[src/rtl/multiword_add_seq.sv]
// multiword_add_seq: wide WIDTH*WORDS-bit adder that reuses one WIDTH-bit
// prefix_tree_adder over WORDS cycles, least-significant word first.
// Ports: clk, rst_n (async, active-low); in_valid/in_ready accept a, b, cin;
// out_valid/out_ready return sum, cout. With MULTIWORD_ADD_SUB_EN defined,
// an extra sub input selects a-b (cout=1 means no borrow).

// prefix_tree_adder: Kogge-Stone adder; cin enters as the generate of an
// extra position below bit 0, so the top prefix generate is the carry-out.
module prefix_tree_adder #(
  parameter int W = 4
) (
  input  logic [W-1:0] a,
  input  logic [W-1:0] b,
  input  logic         cin,
  output logic [W-1:0] s,
  output logic         cout
);
  logic [W:0] gg, pp, gn, pn;
  always_comb begin
    gg = {a & b, cin};
    pp = {a ^ b, 1'b0};
    gn = '0;
    pn = '0;
    for (int l = 0; (1 << l) <= W; l++) begin
      gn = gg;
      pn = pp;
      for (int i = (1 << l); i <= W; i++) begin
        gn[i] = gg[i] | (pp[i] & gg[i - (1 << l)]);
        pn[i] = pp[i] & pp[i - (1 << l)];
      end
      gg = gn;
      pp = pn;
    end
    s = (a ^ b) ^ gg[W-1:0];
    cout = gg[W];
  end
endmodule

module multiword_add_seq #(
  parameter int WIDTH = 4,
  parameter int WORDS = 4
) (
  input  logic                   clk,
  input  logic                   rst_n,
  input  logic                   in_valid,
  output logic                   in_ready,
  input  logic [WIDTH*WORDS-1:0] a,
  input  logic [WIDTH*WORDS-1:0] b,
  input  logic                   cin,
  output logic                   out_valid,
  input  logic                   out_ready,
  output logic [WIDTH*WORDS-1:0] sum,
  output logic                   cout
`ifdef MULTIWORD_ADD_SUB_EN
  ,
  input  logic                   sub
`endif
);
  localparam int N = WIDTH * WORDS;
  localparam int IW = WORDS > 1 ? $clog2(WORDS) : 1;
  typedef enum logic [1:0] {IDLE, RUN, DONE} state_t;
  state_t state_q, state_d;
  logic [N-1:0] a_q, a_d, b_q, b_d, sum_q, sum_d;
  logic carry_q, carry_d, cout_q, cout_d;
  logic in_ready_q, in_ready_d, out_valid_q, out_valid_d;
  logic [IW-1:0] idx_q, idx_d;
  logic [WIDTH-1:0] add_s;
  logic add_c, sub_i, last;
`ifdef MULTIWORD_ADD_SUB_EN
  assign sub_i = sub;
`else
  assign sub_i = 1'b0;
`endif
  prefix_tree_adder #(.W(WIDTH)) u_add (
    .a(a_q[idx_q*WIDTH +: WIDTH]),
    .b(b_q[idx_q*WIDTH +: WIDTH]),
    .cin(carry_q),
    .s(add_s),
    .cout(add_c)
  );
  assign last = idx_q == IW'(WORDS - 1);
  always_comb begin
    state_d = state_q;
    a_d = a_q;
    b_d = b_q;
    sum_d = sum_q;
    carry_d = carry_q;
    cout_d = cout_q;
    in_ready_d = in_ready_q;
    out_valid_d = out_valid_q;
    idx_d = idx_q;
    if (state_q == IDLE && in_valid) begin
      // subtraction is a + ~b + 1, so the inversion and the +1 happen at accept
      a_d = a;
      b_d = sub_i ? ~b : b;
      carry_d = sub_i | cin;
      idx_d = '0;
      in_ready_d = 1'b0;
      state_d = RUN;
    end else if (state_q == RUN) begin
      sum_d[idx_q*WIDTH +: WIDTH] = add_s;
      carry_d = add_c;
      idx_d = last ? '0 : idx_q + 1'b1;
      if (last) begin
        cout_d = add_c;
        out_valid_d = 1'b1;
        state_d = DONE;
      end
    end else if (state_q == DONE && out_ready) begin
      out_valid_d = 1'b0;
      in_ready_d = 1'b1;
      state_d = IDLE;
    end
  end
  always_ff @(posedge clk or negedge rst_n) begin
    if (!rst_n) begin
      state_q <= IDLE;
      a_q <= '0;
      b_q <= '0;
      sum_q <= '0;
      carry_q <= 1'b0;
      cout_q <= 1'b0;
      in_ready_q <= 1'b1;
      out_valid_q <= 1'b0;
      idx_q <= '0;
    end else begin
      state_q <= state_d;
      a_q <= a_d;
      b_q <= b_d;
      sum_q <= sum_d;
      carry_q <= carry_d;
      cout_q <= cout_d;
      in_ready_q <= in_ready_d;
      out_valid_q <= out_valid_d;
      idx_q <= idx_d;
    end
  end
  assign in_ready = in_ready_q;
  assign out_valid = out_valid_q;
  assign sum = sum_q;
  assign cout = cout_q;
endmodule
[config.mk]
export PLATFORM = sky130hd
export DESIGN_NAME = multiword_add_seq
export DESIGN_NICKNAME = d
export VERILOG_FILES = /design/src/rtl/multiword_add_seq.sv
export SDC_FILE = /design/constraint.sdc
export NUM_CORES = 1
export LEC_CHECK = 0
export ABC_CLOCK_PERIOD_IN_PS = 3200
export CORE_MARGIN = 2
export CORE_UTILIZATION = 50
export DETAILED_ROUTE_END_ITERATION = 10
export GPL_ROUTABILITY_DRIVEN = 0
export MAX_ROUTING_LAYER = met4
export PLACE_DENSITY = 0.79
export SLEW_MARGIN = 0
export SYNTH_ARGS = -nofsm -noshare
export SYNTH_HDL_FRONTEND = slang
export SYNTH_SLANG_ARGS = --single-unit
[constraint.sdc]
create_clock -name clk -period 3.2 [get_ports clk]
set_input_delay 0.64 -clock clk [delete_from_list [all_inputs] [get_ports clk]]
set_output_delay 0.64 -clock clk [all_outputs]
set_load 0.01 [all_outputs]
Word level (Yosys, flattened, before mapping)
Index checks and enable logic that the tools add are counted.
{"block": "word_totals", "reg_bits": 56, "wordCells": 73, "output_inout_bits": 19}
{"block": "op_classes", "shifts": 4, "n_bitwise": 24, "addsub": 2, "mux": 16, "eq_ne": 6, "n_reduce_logical": 12}
{"cell": "negator 4 -> 34 bit", "n": 1}
{"cell": "variable shift 4 x 34 -> 16 bit (first input constant)", "n": 1}
{"cell": "indexed part select 4 x 34 -> 16 bit", "n": 1}
{"cell": "indexed part select 16 x 5 -> 4 bit", "n": 2}
{"cell": "bitwise mux 16 bit", "n": 1}
{"cell": "2-to-1 mux 2 bit", "n": 7}
{"cell": "bitwise AND 1 bit", "n": 12}
{"cell": "2-to-1 mux 1 bit", "n": 8}
{"cell": "OR 1 bit", "n": 8}
{"cell": "XOR 4 bit", "n": 2}
{"cell": "AND reduction 2 bit", "n": 3}
{"cell": "AND reduction 3 bit", "n": 2}
{"cell": "nonzero test 2 bit", "n": 3}
{"cell": "bitwise AND 4 bit", "n": 1}
{"cell": "equality test 2 bit (second input constant)", "n": 2}
{"cell": "!= test 2 bit (second input constant)", "n": 2}
{"cell": "!= test 3 bit (second input constant)", "n": 1}
{"cell": "nonzero test 3 bit", "n": 1}
{"cell": "adder 2 x 1 -> 2 bit (second input constant)", "n": 1}
{"cell": "equality test 2 x 1 -> 1 bit (second input constant)", "n": 1}
{"cell": "logical AND 1 bit", "n": 2}
{"cell": "logical NOT 2 bit", "n": 1}
{"cell": "inverter 1 bit", "n": 1}

Depth between registers and ports, before layout
Gate-level depths: netlist of the first run.
{"block": "depth", "ltp_word": 9, "mapped_depth": 8, "mapped_depth_nobuf": 7}

Hierarchy
Synthesis of the first run repeated with hierarchy kept, for this count alone.
{"block": "unflattened", "cells_unflattened": 198, "area_unflattened_um2": 2618.8}
{"module": "multiword_add_seq", "seq_area_each_um2": 1402.6, "area_per_inst_um2": 2467.4, "instances": 1, "cells_per_inst": 182}
{"module": "prefix_tree_adder", "seq_area_each_um2": 0.0, "area_per_inst_um2": 151.4, "instances": 1, "cells_per_inst": 16}

Worst setup path after synthesis of the first run
No wires, ideal clock.
{"block": "synth_timing", "path_type": "register to register", "start": "register idx_q[0]", "end": "register sum_q[11] (netlist: sum[11])", "path_buffers": 2, "period_less_slack_ns": 2.272, "arrival_ns": 2.205, "setup_time_ns": 0.067, "setup_slack_ns": 0.928, "stages_incl_launch_ff": 9, "required_time_ns": 3.133, "cell_sequence": "dfrtp_1 > buf_2 > buf_4 > mux4_2 > ha_1 > nand2b_1 > a21oi_1 > xor2_1 > a22o_1"}
{"block": "synth_via", "elab_chain_len": 9}
{"item": "start, declared", "line": "66", "text": "logic [IW-1:0] idx_q, idx_d;"}
{"item": "start signal, assigned", "line": "135", "text": "idx_q <= idx_d;"}
{"item": "indexed part select 16 x 5 -> 4 bit, on equally long branches", "line": "75, 76"}
{"item": "XOR 4 bit", "line": "21, 34"}
{"item": "bitwise AND 1 bit", "line": "28", "text": "gn[i] = gg[i] | (pp[i] & gg[i - (1 << l)]);"}
{"item": "OR 1 bit", "line": "28"}
{"item": "bitwise AND 1 bit", "line": "28"}
{"item": "OR 1 bit", "line": "28"}
{"item": "XOR 4 bit", "line": "34", "text": "s = (a ^ b) ^ gg[W-1:0];"}
{"item": "indexed part select 4 x 34 -> 16 bit", "line": "101", "text": "sum_d[idx_q*WIDTH +: WIDTH] = add_s;"}
{"item": "bitwise mux 16 bit *", "line": "101"}
{"item": "end signal, assigned", "line": "130", "text": "sum_q <= sum_d;"}
{"item": "end, declared", "line": "63", "text": "logic [N-1:0] a_q, a_d, b_q, b_d, sum_q, sum_d;"}
Every way passes the cells marked *; elsewhere a longest branch is shown, timed or not.
A chain may end at the register's enable or synchronous reset.

Final worst setup path of the first run
Same ends and word-level chain as after synthesis.

==> flow_metrics.env, run 1 <==
export IMPL_placed_cell_area_sq_um=3220
export IMPL_cp_cell_sequence="mux4_2 > ha_1 > nand2b_1 > a21oi_1 > xor2_1 > a22o_1"
export IMPL_io_pins=56
export IMPL_max_stage_delay_ns=0.74
export IMPL_synth_edf_count=0
export IMPL_finalMaxSlewViolations=0
export IMPL_setup_tns_final_ns=0
export IMPL_syn_to_final_growth_pct=26.7
export IMPL_final_common_cell="dfrtp_1"
export IMPL_syn_area_sq_um=2610
export IMPL_worstPathMaxFanout=12
export IMPL_grt_pass1_vias=1768
export IMPL_crit_required_ns=3.45
export IMPL_dp_worst_setup_slack_ns=0.689
export IMPL_drt_iter0_markers=105
export IMPL_viasPerCell=5.30
export IMPL_final_period_utilization=0.791
export IMPL_die_x_um=76.2
export IMPL_post_route_drc_count=0
export IMPL_ant_nets=0
export IMPL_setup_viol=0
export IMPL_cp_start_kind="register"
export IMPL_synth_avg_cell_area_sq_um=13.3
export IMPL_mappedNetlistNets=244
export IMPL_end_kind="register"
export IMPL_io_buffers=55
export IMPL_setup_ws_ns=0.668
export IMPL_maxSlewHeadroom=0.596
export IMPL_die_h_um=76.2
export IMPL_grt_max_degree=34
export IMPL_cts_buffers=5
export IMPL_clock_sinks=56
export IMPL_layout_nets=302
export IMPL_h_tree_depth=2
export IMPL_cts_tree="done"
export IMPL_synth_area_top_cells="dfrtp_1 (53%), mux2_2 (14%), mux4_2 (6.9%)"
export IMPL_clockBufferDepth=2
export IMPL_ys_warnings_count=0
export IMPL_worst_pin_slew_ns=0.605
export IMPL_drive_gt1_frac=0.227
export IMPL_maxCapViolations=0
export IMPL_grt_use_total=0.186
export IMPL_vias=1721
export IMPL_yosys_most_used_dff="dfrtp_1"
export IMPL_rsz0062_at_grt="no"
export IMPL_hold_slack_ns=0.120
export IMPL_ir_worst_vdd_v=0.000246
export IMPL_power_density_nw_per_um2=372
export IMPL_layout_common_cells="dfrtp_1 (55), clkdlybuf4s50_1 (54), mux2_2 (32)"
export IMPL_cts_resized=0
export IMPL_wl_mm=4.84
export IMPL_die_area_sq_um=5810
export IMPL_synth_largest_area_cell="dfrtp_1"
export IMPL_ys_ff_latch=56
export IMPL_clkLatencyLatePin_ns=0.31
export IMPL_core_area_sq_um=5070
export IMPL_wl_per_cell_um=14.9
export IMPL_grt_pass1_wl_mm=8.31
export IMPL_postSynthCellCount=196
export IMPL_utilization=0.651
export IMPL_fin_skew_ns=0.00562
export IMPL_period_needed_ns=2.53
export IMPL_synth_top_area_frac=0.528
export IMPL_start_util=0.514
export IMPL_num_rows=26
export IMPL_async_flop_share=1.00
export IMPL_power_total_mw=1.23
export IMPL_max_freq_ghz=0.395
export IMPL_hold_class="primary input to async pin"
export IMPL_worstPathArrival_ns=2.78
export IMPL_first_pass_iters=4
export IMPL_clk_pin_slew_ns=0.09
export IMPL_placed_cells=317
export IMPL_critical_path_top_delay_family="flip-flops"
export IMPL_hpwl_mm=3.71
export IMPL_outcome="completed"
export IMPL_yosysUniqueCellTypes=37
export IMPL_hold_viol=0
export IMPL_cts_hold_buf=0
export IMPL_clockRootBuffer="clkbuf_8"
export IMPL_leakagePower_nw=1.49
export IMPL_final_area_sq_um=3300
export IMPL_critPathBufInv=0
export IMPL_antenna_found_initial=0
export IMPL_post_cts_setup_buffers=0
export IMPL_cp_slowest_cell="dfrtp_1"
export IMPL_instances_no_fill=325
export IMPL_nFillCells=424
export IMPL_yosysSeqAreaShare=0.538
export IMPL_worstSetupPathType="register to register"
export IMPL_grt_ovfl_total=0
export IMPL_diodes=0
==> power breakdown <==
| part | leakage [nW] | switching [mW] | internal, mW |
|---|---|---|---|
| Clock | 0.0395 | 0.213 | 0.156 |
| Sequential | 0.723 | 0.0114 | 0.728 |
| Combinational | 0.723 | 0.0487 | 0.0734 |
==> synthesized netlist by cell type (2+ instances only) <==
| cell | count |
|---|---|
| nand2_1 | 14 |
| o21ai_0 | 8 |
| o31ai_1 | 3 |
| mux2_2 | 32 |
| nor4_1 | 2 |
| mux4_2 | 8 |
| nor2_1 | 6 |
| o21ai_2 | 2 |
| inv_1 | 8 |
| nand2b_1 | 4 |
| ha_1 | 10 |
| a21oi_1 | 7 |
| buf_2 | 5 |
| xor2_1 | 2 |
| a22o_1 | 9 |
| dfrtp_1 | 55 |
==> layer usage <==
layer / wire [um] / up-vias / track usage / part of all wire
met1: 2150 / 850 / 0.240 / 0.44
li1: - / 820 / - / -
met5: 0 / - / - / 0
met2: 2430 / 44 / 0.300 / 0.50
met3: 188 / 7 / 0.0367 / 0.039
met4: 72 / 0 / 0.0600 / 0.015
==> layout make-up <==
cell class                 instances  area [sq um]  share of cell area
sequential                        56          1400               0.424
multi-input combinational        124          1130               0.342
tap                               70          87.6              0.0265
clock buffer                       8          80.1              0.0242
inverter                           8          30.0             0.00909
timing repair buffer              59           576               0.174
==> worst paths after layout <==
kind | startpoint | endpoint | slack (ns) | depth (start not counted)
min in group clk | sum[8]$_DFFE_PN0P_ | sum[8]$_DFFE_PN0P_ | 0.48 | 2
worst max-delay path | idx_q[0]$_DFFE_PN0P_ | sum[11]$_DFFE_PN0P_ | 0.67 | 6
max in group asynchronous | rst_n | in_ready$_DFFE_PN1P_ | 2.53 | 2
worst max register to register | idx_q[0]$_DFFE_PN0P_ | sum[11]$_DFFE_PN0P_ | 0.67 | 6
worst min register to register | sum[8]$_DFFE_PN0P_ | sum[8]$_DFFE_PN0P_ | 0.48 | 2
worst min-delay path | rst_n | sum[4]$_DFFE_PN0P_ | 0.12 | 1
==> flip-flops by register name, summed over array words and instances, names as in the netlist <==
signal,cells
a_q,16
b_q,16
carry_q,1
cout,1
idx_q,2
in_ready,1
out_valid,1
state_q,2
sum,16
==> kinds of logic (layout without fill, tap and decap cells) <==
logic type / Yosys count / in the layout / synth area share
AOI/OAI and AO/OA: 34 / 34 / 0.0883
xor gates and xnor gates: 3 / 3 / 0.0101
adders and majority gates: 11 / 11 / 0.0556
buffers and inverters: 16 / 75 / 0.0297
DFF: 56 / 56 / 0.538
muxes: 40 / 40 / 0.207
and+or+nand+nor: 36 / 36 / 0.0715
Note: power is estimated with default switching activity, not from simulation.
==> inputs of run 2 (changes only) <==
- ABC_CLOCK_PERIOD_IN_PS: 3200 -> 2500
- clock period: 3.2 -> 2.5 ns (I/O delays scaled with it)
==> flow_metrics.env, run 2 (synthesis gave the netlist of run 1 again) <==
export IMPL_wl_mm=4.98
export IMPL_grt_ovfl_total=0
export IMPL_die_area_sq_um=5810
export IMPL_leakagePower_nw=1.52
export IMPL_ir_worst_vdd_v=0.000377
export IMPL_worst_pin_slew_ns=0.691
export IMPL_clockBufferDepth=2
export IMPL_period_needed_ns=2.30
export IMPL_vias=1758
export IMPL_h_tree_depth=2
export IMPL_max_stage_delay_ns=0.42
export IMPL_core_area_sq_um=5070
export IMPL_clkLatencyLatePin_ns=0.30
export IMPL_finalMaxSlewViolations=0
export IMPL_outcome="completed"
export IMPL_clk_pin_slew_ns=0.10
export IMPL_antenna_found_initial=0
export IMPL_worstPathMaxFanout=18
export IMPL_nFillCells=409
export IMPL_instances_no_fill=324
export IMPL_cts_tree="done"
export IMPL_hold_class="primary input to async pin"
export IMPL_hpwl_mm=3.81
export IMPL_die_h_um=76.2
export IMPL_setup_tns_final_ns=0
export IMPL_placed_cells=316
export IMPL_final_area_sq_um=3380
export IMPL_worstSetupPathType="register to register"
export IMPL_cp_cell_sequence="buf_12 > mux4_2 > inv_1 > fa_1 > nand2b_1 > a21oi_1 > xor2_1 > a22o_1"
export IMPL_setup_viol=0
export IMPL_drive_gt1_frac=0.240
export IMPL_rsz0062_at_grt="no"
export IMPL_critPathBufInv=2
export IMPL_cts_buffers=5
export IMPL_clock_sinks=56
export IMPL_end_kind="register"
export IMPL_hold_slack_ns=0.225
export IMPL_post_cts_setup_buffers=0
export IMPL_layout_nets=301
export IMPL_start_util=0.514
export IMPL_wl_per_cell_um=15.4
export IMPL_io_buffers=55
export IMPL_post_route_drc_count=0
export IMPL_hold_viol=0
export IMPL_syn_to_final_growth_pct=29.6
export IMPL_die_x_um=76.2
export IMPL_worstPathArrival_ns=2.55
export IMPL_power_density_nw_per_um2=514
export IMPL_first_pass_iters=4
export IMPL_critical_path_top_delay_family="flip-flops"
export IMPL_grt_use_total=0.194
export IMPL_io_pins=56
export IMPL_num_rows=26
export IMPL_viasPerCell=5.43
export IMPL_cp_slowest_cell="dfrtp_1"
export IMPL_clockRootBuffer="clkbuf_8"
export IMPL_cts_hold_buf=0
export IMPL_placed_cell_area_sq_um=3250
export IMPL_cp_start_kind="register"
export IMPL_cts_resized=0
export IMPL_max_freq_ghz=0.435
export IMPL_crit_required_ns=2.75
export IMPL_diodes=0
export IMPL_maxSlewHeadroom=0.539
export IMPL_fin_skew_ns=0.00551
export IMPL_maxCapViolations=0
export IMPL_grt_max_degree=34
export IMPL_grt_pass1_vias=1800
export IMPL_grt_pass1_wl_mm=8.74
export IMPL_drt_iter0_markers=167
export IMPL_final_period_utilization=0.920
export IMPL_ant_nets=0
export IMPL_layout_common_cells="dfrtp_1 (54), clkdlybuf4s50_1 (54), mux2_2 (32)"
[run 2: routing by layer]
| metal | track usage | share of wire | wire length, um | up-vias |
|---|---|---|---|---|
| met5 | - | 0 | 0 | - |
| li1 | - | - | - | 827 |
| met1 | 0.247 | 0.43 | 2150 | 879 |
| met4 | 0.0564 | 0.011 | 57 | 0 |
| met3 | 0.0344 | 0.033 | 166 | 6 |
| met2 | 0.323 | 0.52 | 2610 | 46 |
[run 2: area by class of cell]
class | count | area (sq um) | area share
timing repair buffer | 58 | 606 | 0.179
sequential | 56 | 1400 | 0.415
clock buffer | 7 | 96.3 | 0.0285
inverter | 8 | 30.0 | 0.00888
multi-input combinational | 124 | 1130 | 0.334
clock inverter | 1 | 30.0 | 0.00888
tap | 70 | 87.6 | 0.0259
[run 2: where the power goes]
part / internal [mW] / leakage, nW / switching, mW
logic: 0.0952 / 0.732 / 0.0640
clock network: 0.354 / 0.0645 / 0.282
registers: 0.931 / 0.722 / 0.0135
[run 2: path summary, 6_finish.rpt]
path / from / end / slack, ns / cells after the start
worst min register to register: sum[4]$_DFFE_PN0P_ / sum[4]$_DFFE_PN0P_ / 0.49 / 2
worst max-delay path: idx_q[0]$_DFFE_PN0P_ / sum[3]$_DFFE_PN0P_ / 0.20 / 8
min in group clk: sum[4]$_DFFE_PN0P_ / sum[4]$_DFFE_PN0P_ / 0.49 / 2
max in group asynchronous: rst_n / in_ready$_DFFE_PN1P_ / 1.61 / 2
worst min-delay path: rst_n / sum[4]$_DFFE_PN0P_ / 0.23 / 1
worst max register to register: idx_q[0]$_DFFE_PN0P_ / sum[3]$_DFFE_PN0P_ / 0.20 / 8
[run 2: worst reg2reg max path, cell delays in order (launching register included)]
cell and delay, ns:
dfrtp_1 0.42, buf_12 0.17, mux4_2 0.35, inv_1 0.06, fa_1 0.42, nand2b_1 0.17
a21oi_1 0.16, xor2_1 0.32, a22o_1 0.18
[run 2: metrics by stage]
| step | setup slack, ns | total power [mW] | utilization |
|---|---|---|---|
| after detailed placement | 0.186 | 1.12 | 0.641 |
| after floorplan | 0.228 | 1.03 | - |
| after global routing | 0.0361 | 1.81 | 0.666 |
| final | 0.199 | 1.74 | 0.666 |
| after CTS | 0.179 | 1.75 | 0.666 |
| after global placement | 0.295 | 1.12 | 0.641 |
==> inputs of run 3 (changes only) <==
- CAP_MARGIN: default -> 40
==> results of run 3 <==
The final DEF is identical to that of run 2; final timing and power are the same.
